$ cat src/rtl/uart_frame_gen_if.sv
// Handshake bundle for the UART frame generator: tick, request/payload
// inputs and the serial line plus status outputs.
interface uart_frame_gen_if #(
  parameter int NB_DATA = 8
);
  logic               i_s_tick;
  logic               i_start;
  logic               i_auto;
  logic [NB_DATA-1:0] i_data;
  logic               o_tx;
  logic               o_busy;
  logic               o_done_tick;
  logic [NB_DATA-1:0] o_data;

  // Driver side: paces the generator and requests frames
  modport master (
    output i_s_tick, i_start, i_auto, i_data,
    input  o_tx, o_busy, o_done_tick, o_data
  );

  // Generator side
  modport slave (
    input  i_s_tick, i_start, i_auto, i_data,
    output o_tx, o_busy, o_done_tick, o_data
  );
endinterface

$ cat src/rtl/uart_frame_gen.sv
// UART frame stimulus source. Emits start/data/[parity]/stop frames paced by
// an oversampling tick, either on request or back-to-back from a 16-bit LFSR.
module uart_frame_gen #(
  parameter int          NB_DATA     = 8,
  parameter int          SB_TICK     = 16,
  parameter int          NB_TICK     = 4,
  parameter int          N_STOP      = 1,
  parameter int          PARITY_MODE = 0,
  parameter int          IDLE_BITS   = 1,
  parameter logic [15:0] LFSR_SEED   = 16'hACE1
) (
  input logic             i_clk,
  input logic             i_reset,
  uart_frame_gen_if.slave bus
);

  typedef enum logic [2:0] {
    ST_IDLE,
    ST_START,
    ST_DATA,
    ST_PARITY,
    ST_STOP,
    ST_GAP
  } state_t;

  localparam logic [NB_TICK-1:0] TICK_LAST = NB_TICK'(SB_TICK - 1);
  localparam logic [4:0]         DATA_LAST = 5'(NB_DATA - 1);
  localparam logic [4:0]         STOP_LAST = 5'(N_STOP - 1);
  localparam logic [4:0]         GAP_LAST  = 5'((IDLE_BITS > 0) ? IDLE_BITS - 1 : 0);

  state_t             state_reg;
  logic [NB_TICK-1:0] tick_reg;
  logic [4:0]         bit_reg;
  logic [NB_DATA-1:0] data_reg;
  logic [NB_DATA-1:0] shift_reg;
  logic [NB_DATA-1:0] shift_next;
  logic [15:0]        lfsr_reg;
  logic [15:0]        lfsr_next;
  logic               tx_reg;
  logic               busy_reg;
  logic               done_reg;
  logic               bit_end;
  logic               parity_bit;

  // Fibonacci LFSR, taps 16,14,13,11; a nonzero seed never reaches zero
  assign lfsr_next  = {lfsr_reg[14:0], lfsr_reg[15] ^ lfsr_reg[13] ^ lfsr_reg[12] ^ lfsr_reg[10]};
  // A bit period closes on the tick that completes SB_TICK ticks
  assign bit_end    = bus.i_s_tick && (tick_reg == TICK_LAST);
  assign shift_next = shift_reg >> 1;
  assign parity_bit = (PARITY_MODE == 2) ? ~^data_reg : ^data_reg;

  // Frame sequencer with registered line, busy, done and payload outputs
  always_ff @(posedge i_clk) begin
    if (i_reset) begin
      state_reg <= ST_IDLE;
      tick_reg  <= '0;
      bit_reg   <= '0;
      data_reg  <= '0;
      shift_reg <= '0;
      lfsr_reg  <= LFSR_SEED;
      tx_reg    <= 1'b1;
      busy_reg  <= 1'b0;
      done_reg  <= 1'b0;
    end else begin
      done_reg <= 1'b0;
      // Tick counter runs only inside a frame; wraps at the end of each bit
      if (state_reg != ST_IDLE && bus.i_s_tick) begin
        tick_reg <= bit_end ? '0 : tick_reg + 1'b1;
      end
      case (state_reg)
        ST_IDLE: begin
          tx_reg   <= 1'b1;
          busy_reg <= 1'b0;
          if (bus.i_start || bus.i_auto) begin
            state_reg <= ST_START;
            tick_reg  <= '0;
            bit_reg   <= '0;
            tx_reg    <= 1'b0;
            busy_reg  <= 1'b1;
            if (bus.i_start) begin
              data_reg  <= bus.i_data;
              shift_reg <= bus.i_data;
            end else begin
              // Auto payload is the current LFSR word; the LFSR then steps once
              data_reg  <= lfsr_reg[NB_DATA-1:0];
              shift_reg <= lfsr_reg[NB_DATA-1:0];
              lfsr_reg  <= lfsr_next;
            end
          end
        end
        ST_START: begin
          if (bit_end) begin
            state_reg <= ST_DATA;
            bit_reg   <= '0;
            tx_reg    <= shift_reg[0];
          end
        end
        ST_DATA: begin
          if (bit_end) begin
            if (bit_reg == DATA_LAST) begin
              bit_reg <= '0;
              if (PARITY_MODE != 0) begin
                state_reg <= ST_PARITY;
                tx_reg    <= parity_bit;
              end else begin
                state_reg <= ST_STOP;
                tx_reg    <= 1'b1;
              end
            end else begin
              bit_reg   <= bit_reg + 1'b1;
              shift_reg <= shift_next;
              tx_reg    <= shift_next[0];
            end
          end
        end
        ST_PARITY: begin
          if (bit_end) begin
            state_reg <= ST_STOP;
            tx_reg    <= 1'b1;
          end
        end
        ST_STOP: begin
          if (bit_end) begin
            if (bit_reg == STOP_LAST) begin
              done_reg <= 1'b1;
              bit_reg  <= '0;
              if (!bus.i_auto) begin
                state_reg <= ST_IDLE;
                busy_reg  <= 1'b0;
              end else if (IDLE_BITS == 0) begin
                state_reg <= ST_START;
                tx_reg    <= 1'b0;
                data_reg  <= lfsr_reg[NB_DATA-1:0];
                shift_reg <= lfsr_reg[NB_DATA-1:0];
                lfsr_reg  <= lfsr_next;
              end else begin
                state_reg <= ST_GAP;
              end
            end else begin
              bit_reg <= bit_reg + 1'b1;
            end
          end
        end
        ST_GAP: begin
          if (bit_end) begin
            if (bit_reg == GAP_LAST) begin
              bit_reg <= '0;
              if (bus.i_auto) begin
                state_reg <= ST_START;
                tx_reg    <= 1'b0;
                data_reg  <= lfsr_reg[NB_DATA-1:0];
                shift_reg <= lfsr_reg[NB_DATA-1:0];
                lfsr_reg  <= lfsr_next;
              end else begin
                state_reg <= ST_IDLE;
                busy_reg  <= 1'b0;
              end
            end else begin
              bit_reg <= bit_reg + 1'b1;
            end
          end
        end
        default: begin
          state_reg <= ST_IDLE;
        end
      endcase
    end
  end

  assign bus.o_tx        = tx_reg;
  assign bus.o_busy      = busy_reg;
  assign bus.o_done_tick = done_reg;
  assign bus.o_data      = data_reg;

endmodule

$ cat src/flat_wrapper.sv
// flat-port wrapper written by rule: the top's interface ports become plain ports
module uart_frame_gen_flat 
#(
  parameter int          NB_DATA     = 8,
  parameter int          SB_TICK     = 16,
  parameter int          NB_TICK     = 4,
  parameter int          N_STOP      = 1,
  parameter int          PARITY_MODE = 0,
  parameter int          IDLE_BITS   = 1,
  parameter logic [15:0] LFSR_SEED   = 16'hACE1
)
  (i_clk, i_reset, bus_i_s_tick, bus_i_start, bus_i_auto, bus_i_data, bus_o_tx, bus_o_busy, bus_o_done_tick, bus_o_data);
  uart_frame_gen_if #(.NB_DATA(NB_DATA)) bus_i ();
  input logic i_clk;
  input logic i_reset;
  input wire logic [$bits(bus_i.i_s_tick)-1:0] bus_i_s_tick;
  input wire logic [$bits(bus_i.i_start)-1:0] bus_i_start;
  input wire logic [$bits(bus_i.i_auto)-1:0] bus_i_auto;
  input wire logic [$bits(bus_i.i_data)-1:0] bus_i_data;
  output wire logic [$bits(bus_i.o_tx)-1:0] bus_o_tx;
  output wire logic [$bits(bus_i.o_busy)-1:0] bus_o_busy;
  output wire logic [$bits(bus_i.o_done_tick)-1:0] bus_o_done_tick;
  output wire logic [$bits(bus_i.o_data)-1:0] bus_o_data;
  assign bus_i.i_s_tick = bus_i_s_tick;
  assign bus_i.i_start = bus_i_start;
  assign bus_i.i_auto = bus_i_auto;
  assign bus_i.i_data = bus_i_data;
  assign bus_o_tx = bus_i.o_tx;
  assign bus_o_busy = bus_i.o_busy;
  assign bus_o_done_tick = bus_i.o_done_tick;
  assign bus_o_data = bus_i.o_data;
  uart_frame_gen #(.NB_DATA(NB_DATA), .SB_TICK(SB_TICK), .NB_TICK(NB_TICK), .N_STOP(N_STOP), .PARITY_MODE(PARITY_MODE), .IDLE_BITS(IDLE_BITS), .LFSR_SEED(LFSR_SEED)) u_core (.i_clk(i_clk), .i_reset(i_reset), .bus(bus_i));
endmodule
$ cat config.mk
export PLATFORM = sky130hd
export DESIGN_NAME = uart_frame_gen_flat
export DESIGN_NICKNAME = d
export VERILOG_FILES = /design/src/rtl/uart_frame_gen_if.sv /design/src/rtl/uart_frame_gen.sv /design/src/flat_wrapper.sv
export SDC_FILE = /design/constraint.sdc
export NUM_CORES = 1
export LEC_CHECK = 0
export ABC_AREA = 1
export CORE_AREA = 10 10 96 64
export DETAILED_ROUTE_END_ITERATION = 8
export DIE_AREA = 0 0 106 74
export PLACE_DENSITY = 0.85
export SLEW_MARGIN = 0
export SYNTH_ARGS = -nofsm -noshare
export SYNTH_HDL_FRONTEND = slang
export SYNTH_SLANG_ARGS = --single-unit
$ cat constraint.sdc
create_clock -name i_clk -period 3 [get_ports i_clk]
set_input_delay 0.6 -clock i_clk [delete_from_list [all_inputs] [get_ports i_clk]]
set_output_delay 0.6 -clock i_clk [all_outputs]
set_load 0.005 [all_outputs]
== Word-level counts from Yosys, hierarchy flattened ==
Cells that the tools add are included.

* Register bits after elaboration: 47
* Bits of input ports: 13
* Word-level logic and storage cells: 111

* Add/subtract/negate cells: 2
* Eq/ne operators: 22
* Muxes and demuxes: 53
* Bitwise gates (word level): 5
* Reduce and logical (&&, ||, !) cells: 20

{| class="wikitable"
|+ Operators with widths
! cell !! count
|-
| 2-to-1 mux 16 bit || 5
|-
| 2-to-1 mux 8 bit || 7
|-
| one-hot mux 16 bit (2 select lines) || 1
|-
| 2-to-1 mux 3 bit || 10
|-
| 2-to-1 mux 5 bit || 6
|-
| one-hot mux 8 bit (3 select lines) || 1
|-
| != test 2 x 1 -> 1 bit, second input constant || 11
|-
| one-hot mux 5 bit (4 select lines) || 1
|-
| one-hot mux 3 bit (6 select lines) || 1
|-
| 2-to-1 mux 4 bit || 4
|-
| one-hot mux 8 bit (2 select lines) || 1
|-
| 2-to-1 mux 1 bit || 14
|-
| AND reduction 7 bit || 2
|-
| AND reduction 5 bit || 2
|-
| AND reduction 9 bit || 1
|-
| != test 2 bit, second input constant || 4
|-
| == test 3 x 2 -> 1 bit, second input constant || 2
|-
| == test 3 bit, second input constant || 2
|-
| AND reduction 6 bit || 1
|-
| nonzero test 3 bit || 2
|-
| adder 5 x 1 -> 5 bit, second input constant || 1
|-
| == test 5 x 3 -> 1 bit, second input constant || 1
|-
| zero test 5 bit || 1
|-
| one-hot mux 1 bit (5 select lines) || 1
|-
| 15 further kinds || 20
|}

== Logic depth before layout (Yosys ltp) ==
* Depth after elaboration: 7
* Mapped depth: 12
* Depth with buffers taken out: 11

== Worst setup path before layout ==
Ideal clock, no wire load.

* Kind: input to register
* Start: input bus_i_start
* End: register u_core.shift_reg[0]
* Setup time: 0.115 ns
* Data arrival time: 1.566 ns
* Data required time: 2.885 ns
* Setup slack: 1.319 ns
* Stages: 8
* Cell sequence: buf_2 nor2_1 nand3_1 nand2_1 nor2_4 buf_4 a21oi_1 nor2_1

* Word-level cells in the longest chain between the ends: 3
* Elaborated cells between the ends (all ways): 6
* Those cells by class: eq/ne (1); mux (3); reduce/logical (2)

{| class="wikitable"
|+ Ends and longest elaborated chain
! item !! line !! source
|-
| from (decl) || flat_wrapper.sv:17 || <nowiki>input wire logic [$bits(bus_i.i_start)-1:0] bus_i_start;</nowiki>
|-
| 2-to-1 mux 8 bit / logical OR 1 bit (equally long branches) || uart_frame_gen.sv:80, uart_frame_gen.sv:74 ||
|-
| 2-to-1 mux 8 bit / != test 2 x 1 -> 1 bit (equally long branches) || n/a ||
|-
| one-hot mux 8 bit (3 select lines) / AND reduction 7 bit (equally long branches) || n/a ||
|-
| to (signal assigned) || uart_frame_gen.sv:82 || <nowiki>shift_reg <= bus.i_data;</nowiki>
|-
| to (signal assigned) || uart_frame_gen.sv:86 || <nowiki>shift_reg <= lfsr_reg[NB_DATA-1:0];</nowiki>
|-
| to (signal assigned) || uart_frame_gen.sv:111 || <nowiki>shift_reg <= shift_next;</nowiki>
|-
| to (decl) || uart_frame_gen.sv:35 || <nowiki>logic [NB_DATA-1:0] shift_reg;</nowiki>
|}

Parallel ways exist; a longest one is shown, timed or not. The select of a mux whose other input is x is not followed.
A chain may end at the register's enable or synchronous reset.

== Worst setup path after layout ==
* Start: input bus_i_s_tick
* End: register u_core.lfsr_reg[9]

* Word-level cells in the longest chain between the ends: 3

{| class="wikitable"
|+ Ends and longest elaborated chain
! item !! line !! source
|-
| from (decl) || flat_wrapper.sv:16 || <nowiki>input wire logic [$bits(bus_i.i_s_tick)-1:0] bus_i_s_tick;</nowiki>
|-
| logical AND 1 bit || uart_frame_gen.sv:48 || <nowiki>assign bit_end = bus.i_s_tick && (tick_reg == TICK_LAST);</nowiki>
|-
| != test 2 x 1 -> 1 bit (no line) || n/a ||
|-
| AND reduction 6 bit (no line) || n/a ||
|-
| to (signal assigned) || uart_frame_gen.sv:87 || <nowiki>lfsr_reg <= lfsr_next;</nowiki>
|-
| to (signal assigned) || uart_frame_gen.sv:135 || <nowiki>lfsr_reg <= lfsr_next;</nowiki>
|-
| to (signal assigned) || uart_frame_gen.sv:153 || <nowiki>lfsr_reg <= lfsr_next;</nowiki>
|-
| to (decl) || uart_frame_gen.sv:37 || <nowiki>logic [15:0] lfsr_reg;</nowiki>
|}

No other way between the ends.

==> reports/metrics.cfg <==
[finish]
largest_reg_flops=16
layout-drive-gt1-share_pct=6.22
final_net_count=465
fillCellCount=411
postLayoutCoreUtil_pct=67.6
n_antenna_cell=0
final-instance-count-excl-fill=513
final_cell_area_sq_um=2990
area_growth_syn_to_layout_pct=12.0

[sta]
timing.slew.headroom_pct=48.5
total_setup_violations_reported_at_the_end_of_the_flow=0
period_minus_slack_ns=2.23
setup_total_negative_slack_ns=0
fmax_ghz=0.449
grt_setup_unrepaired=no
hold_viol=0
max_slew.worst_pin.slew_ns=0.768
skew_ns=0.00697
final_min_period_over_clock_period_pct=74.2
slew_violations=0

[global_route]
first_global_vias=2256
globalRouteOverflowTotal=0
met2_usage_pct=23.0
use_met3_pct=5.44
track_usage_pct=16.3
grt_first_pass_wirelength_um=10500
antenna_found_initial=0
use_met1_pct=22.6
grt_start_max_net_pins=29
layer_with_the_highest_usage=met2

[clock_network]
postCtsHoldBufs=0
cts_tree=yes
ctsHtreeMaxLevel=2
cts_root_buffer=sky130_fd_sc_hd__clkbuf_8
post_cts_resized=0
cts_made_buffers=5
clock_insertion_delay_worst_skew_ns=0.31
cts_max_path_buffers=2
post_cts.repair.setup_buffers=0
cts_sinks=47
clkSlewWorstSetupHoldPaths_ns=0.09

[worst_setup_path]
rr_startpoint=u_core.state_reg[2]
criticalPathCategory=in2reg
critical_path.reg2reg.endpoint=u_core.lfsr_reg[9]
worstPathRequired_ns=3.20
crit_path_max_fanout=13
worst-r2r-setup-slack_ns=0.92
critPathCaptureType=flop
arrival_ns=2.42
worstSetupStartpointType=primary input
r2r.worst_path.cells=10

[power_and_ir_drop]
design_power_total_mw=3.13
pwr-share-comb_pct=53.2
total_switching_power_mw=1.43
power.ir.vdd_worst_mv=0.492
p_leak_nw=1.47
share_seq_of_total_power_pct=34.8
netSwitchingFraction_pct=45.8
clock_power_share_pct=12.0
power_density_nw_per_um2=1050
intPower_mw=1.69

[placement]
placed_area_sq_um=2910
globalplace.congestion=0.953
dp_hpwl_um=4680
placed_cells=505
port_buffers=23

[route]
first_iter_violations=247
wl_per_cell_um=12.5
route.vias.total=2607
detail-route-antenna-nets=0
detail_route.drc_violations=0
drt-vias-per-instance=5.08
postRouteWirelength_um=6420
drt_pass1_iterations=5

[run_status]
status=complete, no violations

[yosys]
synth_seq_area_share_pct=35.3
synthCells=430
mappedNetlistArea_sq_um=2670
synth_enable_flop_cells=0
synthFlopType=sky130_fd_sc_hd__dfxtp_1
ys_seq_elements=47
synth_cell_types=32
synth_fp_nets=446
yosys_warnings=0
async_flop_share_pct=0
synth.avg_cell_area_sq_um=6.20

[floorplan]
die_w_um=106
die_height_um=74
fp.dieArea_sq_um=7840
ports=24
placement_rows=19
starting_density_of_the_core_pct=60.3
floorplan.core_area_sq_um=4420

[hold_path]
hp-start=u_core.tick_reg[2]
min_path_type=reg2reg
worst_hold_path.endpoint=u_core.tick_reg[2]
whs_path_depth=2

[flow_run]
drv.max_cap_violation_count=0

==> per-layer routing <==
layer / routed length (um) / vias up / share of wire [%]
li1: - / 1362 / -
met4: 89 / 0 / 1.4
met3: 612 / 11 / 9.5
met2: 2520 / 97 / 39
met1: 3200 / 1137 / 50
met5: 0 / - / 0
==> worst max-delay path, cell delays in order <==
cell and delay, ns:
sky130_fd_sc_hd__clkdlybuf4s50_1 0.48, sky130_fd_sc_hd__nand2_1 0.07, sky130_fd_sc_hd__nor2_1 0.25, sky130_fd_sc_hd__nand2_2 0.15, sky130_fd_sc_hd__nand2_4 0.11, sky130_fd_sc_hd__nand2_2 0.07
sky130_fd_sc_hd__nor2_4 0.26, sky130_fd_sc_hd__buf_4 0.24, sky130_fd_sc_hd__nand2_1 0.07, sky130_fd_sc_hd__nand2_1 0.05, sky130_fd_sc_hd__nor2_1 0.06
==> worst max-delay path by stage <==
stage	start	endpoint	slack (ns)	cells past startpoint
finish	bus_i_s_tick	u_core.lfsr_reg[9]	0.77	11
global route	bus_i_s_tick	u_core.lfsr_reg[8]	0.63	11
floorplan	bus_i_start	u_core.shift_reg[0]	1.32	8
global placement	bus_i_s_tick	u_core.lfsr_reg[12]	0.57	11
detailed placement	bus_i_s_tick	u_core.lfsr_reg[9]	0.49	11
CTS	bus_i_s_tick	u_core.lfsr_reg[9]	0.80	11
==> cells in the mapped netlist, drive strengths merged (3+ instances only) <==
| cell type | n | share of area [%] |
|---|---|---|
| dfxtp | 47 | 35 |
| nor3 | 3 | 0.56 |
| nand3 | 29 | 5.9 |
| o21ai | 14 | 2.6 |
| clkbuf | 5 | 0.70 |
| nor2 | 90 | 14 |
| a21oi | 18 | 3.7 |
| inv | 38 | 5.4 |
| ha | 3 | 1.4 |
| o21a | 4 | 1.1 |
| nand2 | 158 | 23 |
| buf | 9 | 2.8 |
==> placed cells by master (no fill, tap or decap), types with 2 or more instances in the layout <==
| cell type | instances |
|---|---|
| sky130_fd_sc_hd__clkbuf_1 | 2 |
| sky130_fd_sc_hd__clkbuf_8 | 5 |
| sky130_fd_sc_hd__nor2_1 | 84 |
| sky130_fd_sc_hd__o21a_1 | 4 |
| sky130_fd_sc_hd__inv_1 | 35 |
| sky130_fd_sc_hd__nor2_4 | 3 |
| sky130_fd_sc_hd__ha_1 | 3 |
| sky130_fd_sc_hd__inv_2 | 2 |
| sky130_fd_sc_hd__dfxtp_1 | 47 |
| sky130_fd_sc_hd__xnor2_1 | 2 |
| sky130_fd_sc_hd__nor2_2 | 3 |
| sky130_fd_sc_hd__xor2_1 | 2 |
| sky130_fd_sc_hd__nand2_2 | 4 |
| sky130_fd_sc_hd__nand3_1 | 28 |
| sky130_fd_sc_hd__buf_4 | 3 |
| sky130_fd_sc_hd__a21oi_1 | 16 |
| sky130_fd_sc_hd__clkdlybuf4s50_1 | 23 |
| sky130_fd_sc_hd__nand2_1 | 153 |
| sky130_fd_sc_hd__nor3_1 | 3 |
| sky130_fd_sc_hd__o21ai_0 | 14 |
| sky130_fd_sc_hd__a21oi_2 | 2 |
==> metrics by stage <==
| stage | hold WS [ns] | setup WS [ns] |
|---|---|---|
| 2_1_floorplan | 0.429 | 1.32 |
| 3_3_place_gp | 0.443 | 0.567 |
| 3_5_place_dp | 0.460 | 0.492 |
| 4_1_cts | 0.473 | 0.804 |
| 5_1_grt | 0.499 | 0.626 |
| 6_report | 0.474 | 0.775 |
==> logic make-up after synthesis <==
family / count (synthesis) / share of synthesized area (%)
xor gates and xnor gates: 4 / 1.31
AOI/OAI and AO/OA: 41 / 8.77
DFF: 47 / 35.3
buffers and inverters: 53 / 9.05
adders and majority gates: 3 / 1.41
and+or+nand+nor: 282 / 44.2
==> power by group through the flow <==
stage / clock, mW / sequential (mW) / combinational, mW
after floorplan: 0 / 1.03 / 1.32
after CTS: 0.384 / 1.08 / 1.65
after global placement: 0 / 1.08 / 1.59
final: 0.376 / 1.09 / 1.66
after detailed placement: 0 / 1.10 / 1.63
after global routing: 0.405 / 1.12 / 1.90
==> final cells by class <==
cell class	count	area, sq um	area share [%]
clock buffers	7	76.3	2.55
multi-input cells	330	1490	49.7
clock inverters	1	5.00	0.168
well taps	63	78.8	2.64
inverters	39	149	4.98
flip-flops and latches	47	941	31.5
repair buffers	26	253	8.46
No activity file was read; power rests on OpenSTA's default activity.
